==> config.mk <==
export PLATFORM = sky130hd
export DESIGN_NAME = hamming_sec_decoder_pipe
export DESIGN_NICKNAME = d
export VERILOG_FILES = /design/src/rtl/hamming_sec_decoder_pipe.sv
export SDC_FILE = /design/constraint.sdc
export NUM_CORES = 1
export LEC_CHECK = 0
export CAP_MARGIN = 20
export CORE_MARGIN = 5
export CORE_UTILIZATION = 37
export CTS_CLUSTER_DIAMETER = 200
export CTS_CLUSTER_SIZE = 12
export DETAILED_ROUTE_END_ITERATION = 16
export PLACE_DENSITY = 0.82
export SYNTH_ARGS = -nofsm -noshare
export SYNTH_HDL_FRONTEND = slang
export SYNTH_SLANG_ARGS = --single-unit
==> constraint.sdc <==
create_clock -name clk -period 1.1 [get_ports clk]
set_input_delay 0.165 -clock clk [delete_from_list [all_inputs] [get_ports clk]]
set_output_delay 0.165 -clock clk [all_outputs]
set_load 0.02 [all_outputs]
==> src/rtl/hamming_sec_decoder_pipe.sv <==
// Two-stage Hamming(12,8) SEC decoder with valid/ready flow control.
// Define HAMMING_SEC_STATS_EN to build the corrected/uncorrectable statistics registers.
module hamming_sec_decoder_pipe (
  input  logic        clk,
  input  logic        rst,
  input  logic        in_valid,
  output logic        in_ready,
  input  logic [11:0] in_code,
  output logic        out_valid,
  input  logic        out_ready,
  output logic [7:0]  out_data,
  output logic [3:0]  out_syndrome,
  output logic        out_corrected,
  output logic        out_uncorrectable,
  input  logic        clr_stats,
  output logic [15:0] corr_count,
  output logic [15:0] uncorr_count,
  output logic [3:0]  last_err_syndrome
);

  logic        s1_valid;
  logic [11:0] s1_code;
  logic [3:0]  s1_syndrome;
  logic        s1_adv;
  logic        s2_adv;
  logic [3:0]  syndrome;
  logic [11:0] fixed_code;
  logic        is_corr;
  logic        is_uncorr;

  assign s2_adv   = !out_valid || out_ready;
  assign s1_adv   = !s1_valid || s2_adv;
  assign in_ready = s1_adv;

  // Syndrome is the XOR of the 1-based positions of every set bit.
  always_comb begin
    syndrome = 4'd0;
    for (int i = 0; i < 12; i++) begin
      if (in_code[i]) syndrome = syndrome ^ 4'(i + 1);
    end
  end

  always_comb begin
    fixed_code = s1_code;
    for (int i = 0; i < 12; i++) begin
      if (s1_syndrome == 4'(i + 1)) fixed_code[i] = ~s1_code[i];
    end
  end

  assign is_corr   = (s1_syndrome != 4'd0) && (s1_syndrome <= 4'd12);
  assign is_uncorr = (s1_syndrome >= 4'd13);

  always_ff @(posedge clk) begin
    if (rst) begin
      s1_valid    <= 1'b0;
      s1_code     <= 12'd0;
      s1_syndrome <= 4'd0;
    end else if (s1_adv) begin
      s1_valid <= in_valid;
      if (in_valid) begin
        s1_code     <= in_code;
        s1_syndrome <= syndrome;
      end
    end
  end

  always_ff @(posedge clk) begin
    if (rst) begin
      out_valid         <= 1'b0;
      out_data          <= 8'd0;
      out_syndrome      <= 4'd0;
      out_corrected     <= 1'b0;
      out_uncorrectable <= 1'b0;
    end else if (s2_adv) begin
      out_valid <= s1_valid;
      if (s1_valid) begin
        out_data          <= {fixed_code[11:8], fixed_code[6:4], fixed_code[2]};
        out_syndrome      <= s1_syndrome;
        out_corrected     <= is_corr;
        out_uncorrectable <= is_uncorr;
      end
    end
  end

`ifdef HAMMING_SEC_STATS_EN
  logic out_xfer;
  assign out_xfer = out_valid && out_ready;

  // A clear wins over any event transferring in the same cycle.
  always_ff @(posedge clk) begin
    if (rst || clr_stats) begin
      corr_count        <= 16'd0;
      uncorr_count      <= 16'd0;
      last_err_syndrome <= 4'd0;
    end else if (out_xfer) begin
      if (out_corrected && corr_count != 16'hFFFF)
        corr_count <= corr_count + 16'd1;
      if (out_uncorrectable && uncorr_count != 16'hFFFF)
        uncorr_count <= uncorr_count + 16'd1;
      if (out_syndrome != 4'd0)
        last_err_syndrome <= out_syndrome;
    end
  end
`else
  logic unused_clr_stats;
  assign unused_clr_stats  = clr_stats;
  assign corr_count        = 16'd0;
  assign uncorr_count      = 16'd0;
  assign last_err_syndrome = 4'd0;
`endif

endmodule
# Yosys cells after proc, flatten, opt, wreduce, memory -nomap -nowiden
# Index checks and enable logic that the tools add are counted.
totals:
  register_bits: 32
  latch_bits: 0
  ramBits: 0
  rom_bits: 0
  in_bits: 17
  out_inout_bits: 52
  word_cells: 65
  mem_count: 0
classes:
  add_sub_neg: 0
  mul: 0
  div_mod_pow: 0
  order_cmp: 2
  eq_ne: 8
  shift: 0
  mux: 20
  bitwise_logic: 19
  reduce_logical: 8
op_table:
  columns: ["operator", "n"]
  rows:
  - ["$mux W4", 5]
  - ["$eq A4 B4 Y1 const B", 4]
  - ["$eq A4 B3 Y1 const B", 3]
  - ["$mux W3", 4]
  - ["$not A2 Y2", 6]
  - ["$mux W1", 9]
  - ["$not A1 Y1", 8]
  - ["$not A3 Y3", 2]
  - ["$eq A4 B2 Y1 const B", 1]
  - ["$ge A4 B4 Y1 const B", 1]
  - ["$le A4 B4 Y1 const B", 1]
  - ["$mux W2", 2]
  - ["$reduce_and A2 Y1", 2]
  - ["$reduce_bool A4 Y1", 1]
  - ["$not A1 Y1 const A", 3]
  - ["$logic_not A1 Y1", 2]
  - ["$logic_or A1 B1 Y1", 2]
  - ["$logic_and A1 B1 Y1", 1]

# Logic depth before layout (Yosys ltp)
# Gate-level depths: netlist of the first run.
logic_depth:
  depth_word: 20
  ltp_mapped: 5

# Worst setup path before layout of the first run
# OpenSTA, ideal clock, no wires.
synth_path:
  path_kind: "reg2reg"
  startpoint: "register out_valid"
  endpoint: "register s1_syndrome[0]"
  setup_time_ns: 0.086
  arrival_ns: 1.340
  required_time_ns: 1.014
  setup_slack_ns: -0.325
  stages_incl_launch_ff: 5
  n_path_buf: 1
  cell_sequence: "dfxtp_1 > nand3b_1 > and2_1 > buf_2 > a211oi_1"
synth_between:
  elab_chain_len: 4
synth_rtl:
  columns: ["element", "line_no", "source"]
  rows:
  - ["start, declared", "9", "output logic out_valid,"]
  - ["start signal, assigned", "75", "out_valid <= s1_valid;"]
  - ["$logic_not A1 Y1", "31", "assign s2_adv = !out_valid || out_ready;"]
  - ["$logic_or A1 B1 Y1", "31", null]
  - ["$logic_or A1 B1 Y1", "32", "assign s1_adv = !s1_valid || s2_adv;"]
  - ["via in_ready", "7", "output logic in_ready,"]
  - ["$reduce_and A2 Y1 (no source line)", null, null]
  - ["end signal, assigned", "62", "s1_syndrome <= syndrome;"]
  - ["end, declared", "23", "logic [3:0] s1_syndrome;"]
# The timed path passes the listed nets, and every way through them passes these cells.
# A chain may end at the register's enable or synchronous reset.

# Worst setup path after layout of the first run
layout_path:
  startpoint: "register s1_syndrome[0]"
  endpoint: "register out_corrected"
layout_between:
  elab_chain_len: 2
  elab_cells_between_ends: 3
  cone_classes: "1 x order compare; 2 x reduce/logical"
layout_rtl:
  columns: ["element", "line_no", "source"]
  rows:
  - ["$le A4 B4 Y1 / $reduce_bool A4 Y1 (equally long branches)", "50", "assign is_corr = (s1_syndrome != 4'd0) && (s1_syndrome <= 4'd12);"]
  - ["$logic_and A1 B1 Y1 *", "50", null]
  - ["end signal, assigned", "79", "out_corrected <= is_corr;"]
  - ["end, declared", "13", "output logic out_corrected,"]
# Mark *: on every way between the ends. The rest lies on a longest branch, timed or not.

==> impl_metrics.sql, run 1 <==
INSERT INTO impl_metrics (metric_group, metric, value, unit) VALUES
('outcome', 'failed_checks', 'setup timing', ''),
('synthesis', 'yosys_top_cell_area_share', '0.365', ''),
('timing', 'setup_repair_after_global_routing_missed_its_margin', 'yes', ''),
('clocking', 'clk_pin_slew', '90', 'ps'),
('route', 'drtAntennaViolNets', '0', ''),
('route', 'average_via_count_per_standard_cell', '4.25', ''),
('clocking', 'cts_buffers', '3', ''),
('critical_path', 'cells_on_worst_reg2reg_path', '3', ''),
('critical_path', 'critical-path-max-stage-delay', '510', 'ps'),
('floorplan', 'floorplan.initialDensity', '0.383', ''),
('global_route', 'grt_remaining_overflow', '0', ''),
('clocking', 'clock_tree.root_cell', 'sky130_fd_sc_hd__clkbuf_8', ''),
('global_route', 'grt_use_total', '0.0960', ''),
('placement', 'io_buffers', '31', ''),
('critical_path', 'critical_path.n_buffers_inverters', '0', ''),
('critical_path', 'cp-end-kind', 'flop', ''),
('outcome', 'outcome', 'complete, but fails checks', ''),
('critical_path', 'crit_path_leading_delay_family', 'simple AND/OR/NAND/NOR gates', ''),
('floorplan', 'top_level_ports', '69', ''),
('run', 'drv.max_cap_violation_count', '0', ''),
('clocking', 'clk-insertion-delay-late', '270', 'ps'),
('synthesis', 'synth.yosys.warnings', '0', ''),
('finish', 'nets_finish', '251', ''),
('global_route', 'grt_pass1_vias', '1029', ''),
('critical_path', 'timing.setup.critical_path_class', 'reg2reg', ''),
('finish', 'nFillCells', '395', ''),
('finish', 'insertedDiodeCount', '0', ''),
('timing', 'finalSetupViolCount', '3', ''),
('critical_path', 'worstPathMaxFanout', '6', ''),
('timing', 'final_hold_viol_count', '0', ''),
('timing', 'post-route-min-period', '1140', 'ps'),
('critical_path', 'worst_path_max_delay_cell', 'sky130_fd_sc_hd__or4_1', ''),
('min_path', 'hp-class', 'in2reg', ''),
('synthesis', 'sequential_share_of_the_synthesized_area', '0.365', ''),
('placement', 'dpl.hpwl', '2360', 'µm'),
('route', 'drc', '0', ''),
('synthesis', 'synth.distinct_cells', '22', ''),
('pwr', 'total_power_divided_by_cell_area', '1200', 'nW/µm²'),
('clocking', 'cts_buffer_depth', '2', ''),
('critical_path', 'regToRegStartpoint', 's1_syndrome[0]', ''),
('synthesis', 'synth_edf_count', '0', ''),
('placement', 'gp_congestion', '0.759', ''),
('timing', 'postLayoutSetupSlackWorst', '-38.4', 'ps'),
('global_route', 'largest_net_degree_at_the_start_of_global_routing', '29', ''),
('timing', 'fin_setup_tns', '-42.8', 'ps'),
('synthesis', 'postSynthCellCount', '187', ''),
('critical_path', 'reg2reg_setup_slack', '-40', 'ps'),
('clocking', 'htree_num_levels', '1', ''),
('route', 'totalWireLength', '3130', 'µm'),
('synthesis', 'synth-main-ff-cell', 'sky130_fd_sc_hd__dfxtp_1', ''),
('min_path', 'worst_hold_startpoint', 'in_code[4]', ''),
('synthesis', 'yosys_register_bits', '28', ''),
('critical_path', 'cp_cell_sequence', 'or4_1 > nand3_1 > a21oi_1', ''),
('timing', 'fmax', '878', 'MHz'),
('finish', 'final_layout_size_suffix_gt1_frac', '0.262', ''),
('finish', 'regArea', '576', 'µm²'),
('critical_path', 'cp-start-kind', 'flop', ''),
('global_route', 'antenna_found_initial', '0', ''),
('timing', 'min_period_over_period', '1.03', ''),
('synthesis', 'mappedNetlistArea', '1530', 'µm²'),
('clocking', 'cts_tree', 'built', ''),
('finish', 'final_util', '0.494', ''),
('finish', 'layout-area-overhead-vs-synth', '28.9', '%'),
('timing', 'finalClockSkew', '2.00', 'ps'),
('floorplan', 'floorplan.rows', '23', ''),
('finish', 'multiInputGateArea', '885', 'µm²'),
('pwr', 'max-vdd-ir-drop', '0.457', 'mV'),
('critical_path', 'critical_path_required', '1270', 'ps'),
('critical_path', 'worst-endpoint-arrival', '1310', 'ps'),
('min_path', 'hold_path_end', 's1_code[4]', ''),
('pwr', 'power.static_leakage', '0.000858', 'µW');
==> through the flow <==
stage | area [µm²] | cells | worst slack, ps | power [µW] | hold WS (ps)
finish | 1980 | 283 | -38.4 | 2380 | 214
global route | 1980 | 283 | -56.1 | 2490 | 247
CTS | 1980 | 281 | -13.6 | 2360 | 320
detailed placement | 1900 | 276 | -473 | 1820 | 447
global placement | 1900 | 276 | -416 | 1800 | 445
floorplan | 1690 | 222 | -114 | 1670 | 294
==> Yosys cell counts (2+ instances only) <==
cell	n
sky130_fd_sc_hd__xnor3_1	2
sky130_fd_sc_hd__xor2_1	3
sky130_fd_sc_hd__buf_4	36
sky130_fd_sc_hd__inv_1	2
sky130_fd_sc_hd__and2_1	2
sky130_fd_sc_hd__nand2_1	34
sky130_fd_sc_hd__a21oi_1	18
sky130_fd_sc_hd__dfxtp_1	28
sky130_fd_sc_hd__a211oi_1	10
sky130_fd_sc_hd__nand2b_1	5
sky130_fd_sc_hd__nor2_1	16
sky130_fd_sc_hd__buf_2	3
sky130_fd_sc_hd__xnor2_1	17
sky130_fd_sc_hd__clkbuf_1	3
==> repair_timing <==
item,4_1_cts,5_1_grt
hold buffers,0,0
pin swaps,4,11
setup buffers,0,2
cloned,1,0
resized for setup,55,29
hold endpoints to repair,0,0
endpoints found under the setup margin,39,34
==> layout by cell type, fill, tap and decap left out, drive strengths merged, types with 8 or more instances in the layout <==
master,instances
a211oi,10
a21oi,18
conb,36
nand2,34
buf,18
clkbuf,17
dlygate4sd2,8
nor2,16
xnor2,17
dfxtp,28
==> area by class of cell <==
type	instances	area share
Inverter	2	0.00380
Tap cell	50	0.0316
Clock buffer	4	0.0228
Timing Repair Buffer	48	0.203
Sequential cell	28	0.291
Multi-Input combinational cell	151	0.447
==> worst max path at each step <==
| stage | end | slack, ps | depth (start not counted) | from |
|---|---|---|---|---|
| 2_1_floorplan | s1_code[10] | -110 | 5 | out_valid |
| 3_3_place_gp | in_ready | -420 | 3 | out_ready |
| 3_5_place_dp | s1_syndrome[3] | -470 | 5 | in_code[10] |
| 4_1_cts | out_corrected | -10 | 3 | s1_syndrome[3] |
| 5_1_grt | out_corrected | -60 | 3 | s1_syndrome[0] |
| 6_report | out_corrected | -40 | 3 | s1_syndrome[0] |
==> worst register-to-register path, cell delays in order, from the launching register on <==
cell	delay (ps)
sky130_fd_sc_hd__dfxtp_4	370
sky130_fd_sc_hd__or4_1	510
sky130_fd_sc_hd__nand3_1	90
sky130_fd_sc_hd__a21oi_1	60
==> flip-flops by register name (all words and copies together) (netlist names) <==
name / cells
out_data: 8
s1_code: 8
out_syndrome: 4
s1_syndrome: 4
out_corrected: 1
out_uncorrectable: 1
out_valid: 1
s1_valid: 1
==> where the power goes <==
part / total [µW] / internal [µW] / switching [µW]
registers: 1150 / 1080 / 60.6
logic: 676 / 297 / 379
clock network: 560 / 259 / 301
==> cells by family after synthesis <==
family	share of synthesized area
AOI/OAI and AO/OA	0.113
other	0.00244
buffers and inverters	0.198
xor gates and xnor gates	0.144
and+or+nand+nor	0.178
DFF	0.365
==> routing by layer <==
| layer | share of wire | global-route usage |
|---|---|---|
| met3 | 0.067 | 0.0162 |
| met4 | 0.0093 | 0.0356 |
| met5 | 0 | 0 |
| met1 | 0.43 | 0.106 |
| met2 | 0.49 | 0.181 |
Power figures use the tool's default switching activity.
==> run 2, diff against run 1 <==
CORE_UTILIZATION = 39   (was 37)
CTS_BUF_LIST = sky130_fd_sc_hd__clkbuf_4   (was unset)
PLACE_DENSITY = 0.86   (was 0.82)
SKIP_LAST_GASP = 1   (was unset)
==> impl_metrics.sql, run 2 (synthesized netlist as in run 1, its figures left out) <==
INSERT INTO impl_metrics (metric_group, metric, value, unit) VALUES
('outcome', 'outcome', 'complete, but fails checks', ''),
('outcome', 'failed_checks', 'setup timing', ''),
('finish', 'insertedDiodeCount', '0', ''),
('run', 'drv.max_cap_violation_count', '0', ''),
('global_route', 'largest_net_degree_at_the_start_of_global_routing', '29', ''),
('critical_path', 'critical_path.n_buffers_inverters', '1', ''),
('timing', 'setup_repair_after_global_routing_missed_its_margin', 'yes', ''),
('critical_path', 'crit_path_leading_delay_family', 'flip-flops', ''),
('timing', 'postLayoutSetupSlackWorst', '-47.9', 'ps'),
('critical_path', 'critical_path_required', '1360', 'ps'),
('timing', 'final_hold_viol_count', '0', ''),
('pwr', 'p_switching', '735', 'µW'),
('floorplan', 'floorplan.rows', '22', ''),
('critical_path', 'cp-end-kind', 'flop', ''),
('pwr', 'power.sequential.fraction', '0.464', ''),
('route', 'average_via_count_per_standard_cell', '4.28', ''),
('global_route', 'grt_pass1_vias', '1048', ''),
('pwr', 'power.static_leakage', '0.000824', 'µW'),
('pwr', 'power.clock.fraction', '0.273', ''),
('clocking', 'clk-insertion-delay-late', '330', 'ps'),
('floorplan', 'floorplan.initialDensity', '0.410', ''),
('timing', 'fmax', '871', 'MHz'),
('critical_path', 'cp-start-kind', 'flop', ''),
('floorplan', 'dieArea', '5290', 'µm²'),
('pwr', 'total_power_divided_by_cell_area', '1270', 'nW/µm²'),
('critical_path', 'worst_path_max_delay_cell', 'sky130_fd_sc_hd__dfxtp_4', ''),
('timing', 'maxSlewViolCount', '0', ''),
('route', 'firstDrtPassIters', '4', ''),
('timing', 'min_period_over_period', '1.04', ''),
('placement', 'place_ws', '-446', 'ps'),
('critical_path', 'critical-path-max-stage-delay', '370', 'ps'),
('placement', 'dpl.hpwl', '2380', 'µm'),
('route', 'detail_route.iter0.violations', '28', ''),
('clocking', 'clock_tree.root_cell', 'sky130_fd_sc_hd__clkbuf_4', ''),
('route', 'totalWireLength', '3080', 'µm'),
('route', 'drc', '0', ''),
('pwr', 'max-vdd-ir-drop', '0.542', 'mV'),
('clocking', 'cts_buffers', '3', ''),
('pwr', 'p_sw_frac', '0.299', ''),
('timing', 'post-route-min-period', '1150', 'ps'),
('floorplan', 'top_level_ports', '69', ''),
('global_route', 'grt_remaining_overflow', '0', ''),
('critical_path', 'worstPathMaxFanout', '7', ''),
('placement', 'gp_congestion', '0.743', ''),
('min_path', 'hp-class', 'in2reg', ''),
('floorplan', 'die_width', '72.7', 'µm'),
('clocking', 'cts_sinks', '28', ''),
('finish', 'most_frequent_cells_in_the_layout', 'sky130_fd_sc_hd__conb_1 (36), sky130_fd_sc_hd__nand2_1 (33), sky130_fd_sc_hd__dfxtp_1 (21), sky130_fd_sc_hd__xnor2_1 (16)', ''),
('finish', 'finish.instance_area', '1930', 'µm²'),
('timing', 'finalClockSkew', '15.8', 'ps'),
('pwr', 'internal-power', '1730', 'µW'),
('finish', 'final_layout_size_suffix_gt1_frac', '0.254', ''),
('critical_path', 'timing.setup.critical_path_class', 'reg2reg', ''),
('floorplan', 'area_of_the_core_region', '3740', 'µm²'),
('route', 'dr_total_vias', '1180', ''),
('timing', 'finalSetupViolCount', '7', ''),
('finish', 'layout-area-overhead-vs-synth', '26.0', '%'),
('global_route', 'global_route_wire_length_before_repair', '4630', 'µm'),
('finish', 'largestRegisters', 'out_data (8), s1_code (8)', ''),
('pwr', 'pwr-share-comb', '0.263', ''),
('route', 'drtAntennaViolNets', '0', ''),
('global_route', 'grt_use_total', '0.109', ''),
('clocking', 'clk_pin_slew', '160', 'ps'),
('finish', 'nets_finish', '246', ''),
('finish', 'layout_commonest_cell', 'sky130_fd_sc_hd__conb_1', ''),
('finish', 'nFillCells', '362', ''),
('placement', 'io_buffers', '31', ''),
('global_route', 'antenna_found_initial', '0', ''),
('critical_path', 'worst-endpoint-arrival', '1410', 'ps'),
('clocking', 'cts_tree', 'built', ''),
('route', 'drt-wirelength-per-cell', '11.1', 'µm'),
('clocking', 'htree_num_levels', '1', ''),
('critical_path', 'cp_cell_sequence', 'nand3b_1 > buf_4 > and2_4 > nor2_1 > a211oi_2', ''),
('clocking', 'cts_buffer_depth', '2', ''),
('floorplan', 'die_y', '72.7', 'µm'),
('placement', 'placedInstanceArea', '1870', 'µm²');
## run 2: through the flow
| stage | instances | hold slack [ps] | TNS (ps) | utilization | total power (µW) |
|---|---|---|---|---|---|
| after floorplan | 222 | 294 | -1230 | - | 1670 |
| after global placement | 271 | 444 | -8310 | 0.500 | 1790 |
| after detailed placement | 271 | 449 | -9540 | 0.500 | 1810 |
| after CTS | 276 | 295 | -204 | 0.500 | 2450 |
| after global routing | 276 | 284 | -1480 | 0.516 | 2590 |
| final | 276 | 298 | -192 | 0.516 | 2460 |
## run 2: worst register-to-register path: stages, from the launching register on
cell                       delay (ps)
sky130_fd_sc_hd__dfxtp_4          370
sky130_fd_sc_hd__nand3b_1         120
sky130_fd_sc_hd__buf_4            160
sky130_fd_sc_hd__and2_4           180
sky130_fd_sc_hd__nor2_1            60
sky130_fd_sc_hd__a211oi_2         180
## run 2: final timing paths
| check | from | end | slack (ps) | depth (start not counted) |
|---|---|---|---|---|
| worst max-delay path | out_valid | s1_syndrome[1] | -50 | 5 |
| worst min-delay path | in_code[5] | s1_code[5] | 300 | 3 |
| worst max register to register | out_valid | s1_syndrome[1] | -50 | 5 |
| worst min register to register | out_corrected | out_corrected | 460 | 2 |
## run 2: area by class of cell
class                   count  area, µm²  area share
flip-flops and latches     28        577       0.298
multi-input cells         151        890       0.460
clock buffers               3       22.5      0.0117
repair buffers             43        347       0.179
well taps                  48       60.1      0.0311
inverters                   2       7.51     0.00388
clock inverters             1       30.0      0.0155
## run 2: timing repair
| action | CTS | global route |
|---|---|---|
| buffers inserted | 0 | 0 |
| gates cloned | 1 | 0 |
| pin swaps | 5 | 5 |
| endpoints found under the setup margin | 38 | 26 |
| hold buffers | 0 | 0 |
| resized for setup | 77 | 16 |
## run 2: power by group through the flow
stage | clock, µW | sequential (µW) | combinational (µW)
after floorplan | 0 | 1190 | 479
after global placement | 0 | 1160 | 632
after detailed placement | 0 | 1160 | 644
after CTS | 677 | 1140 | 627
after global routing | 727 | 1150 | 707
final | 674 | 1140 | 647
## run 2: layer usage
layer / track usage / routed length (µm) / vias up / part of all wire
met5: 0 / 0 / - / 0
met4: 0.0471 / 31 / 0 / 0.010
met3: 0.0152 / 223 / 2 / 0.072
met2: 0.188 / 1530 / 41 / 0.50
met1: 0.133 / 1300 / 522 / 0.42
li1: - / - / 615 / -
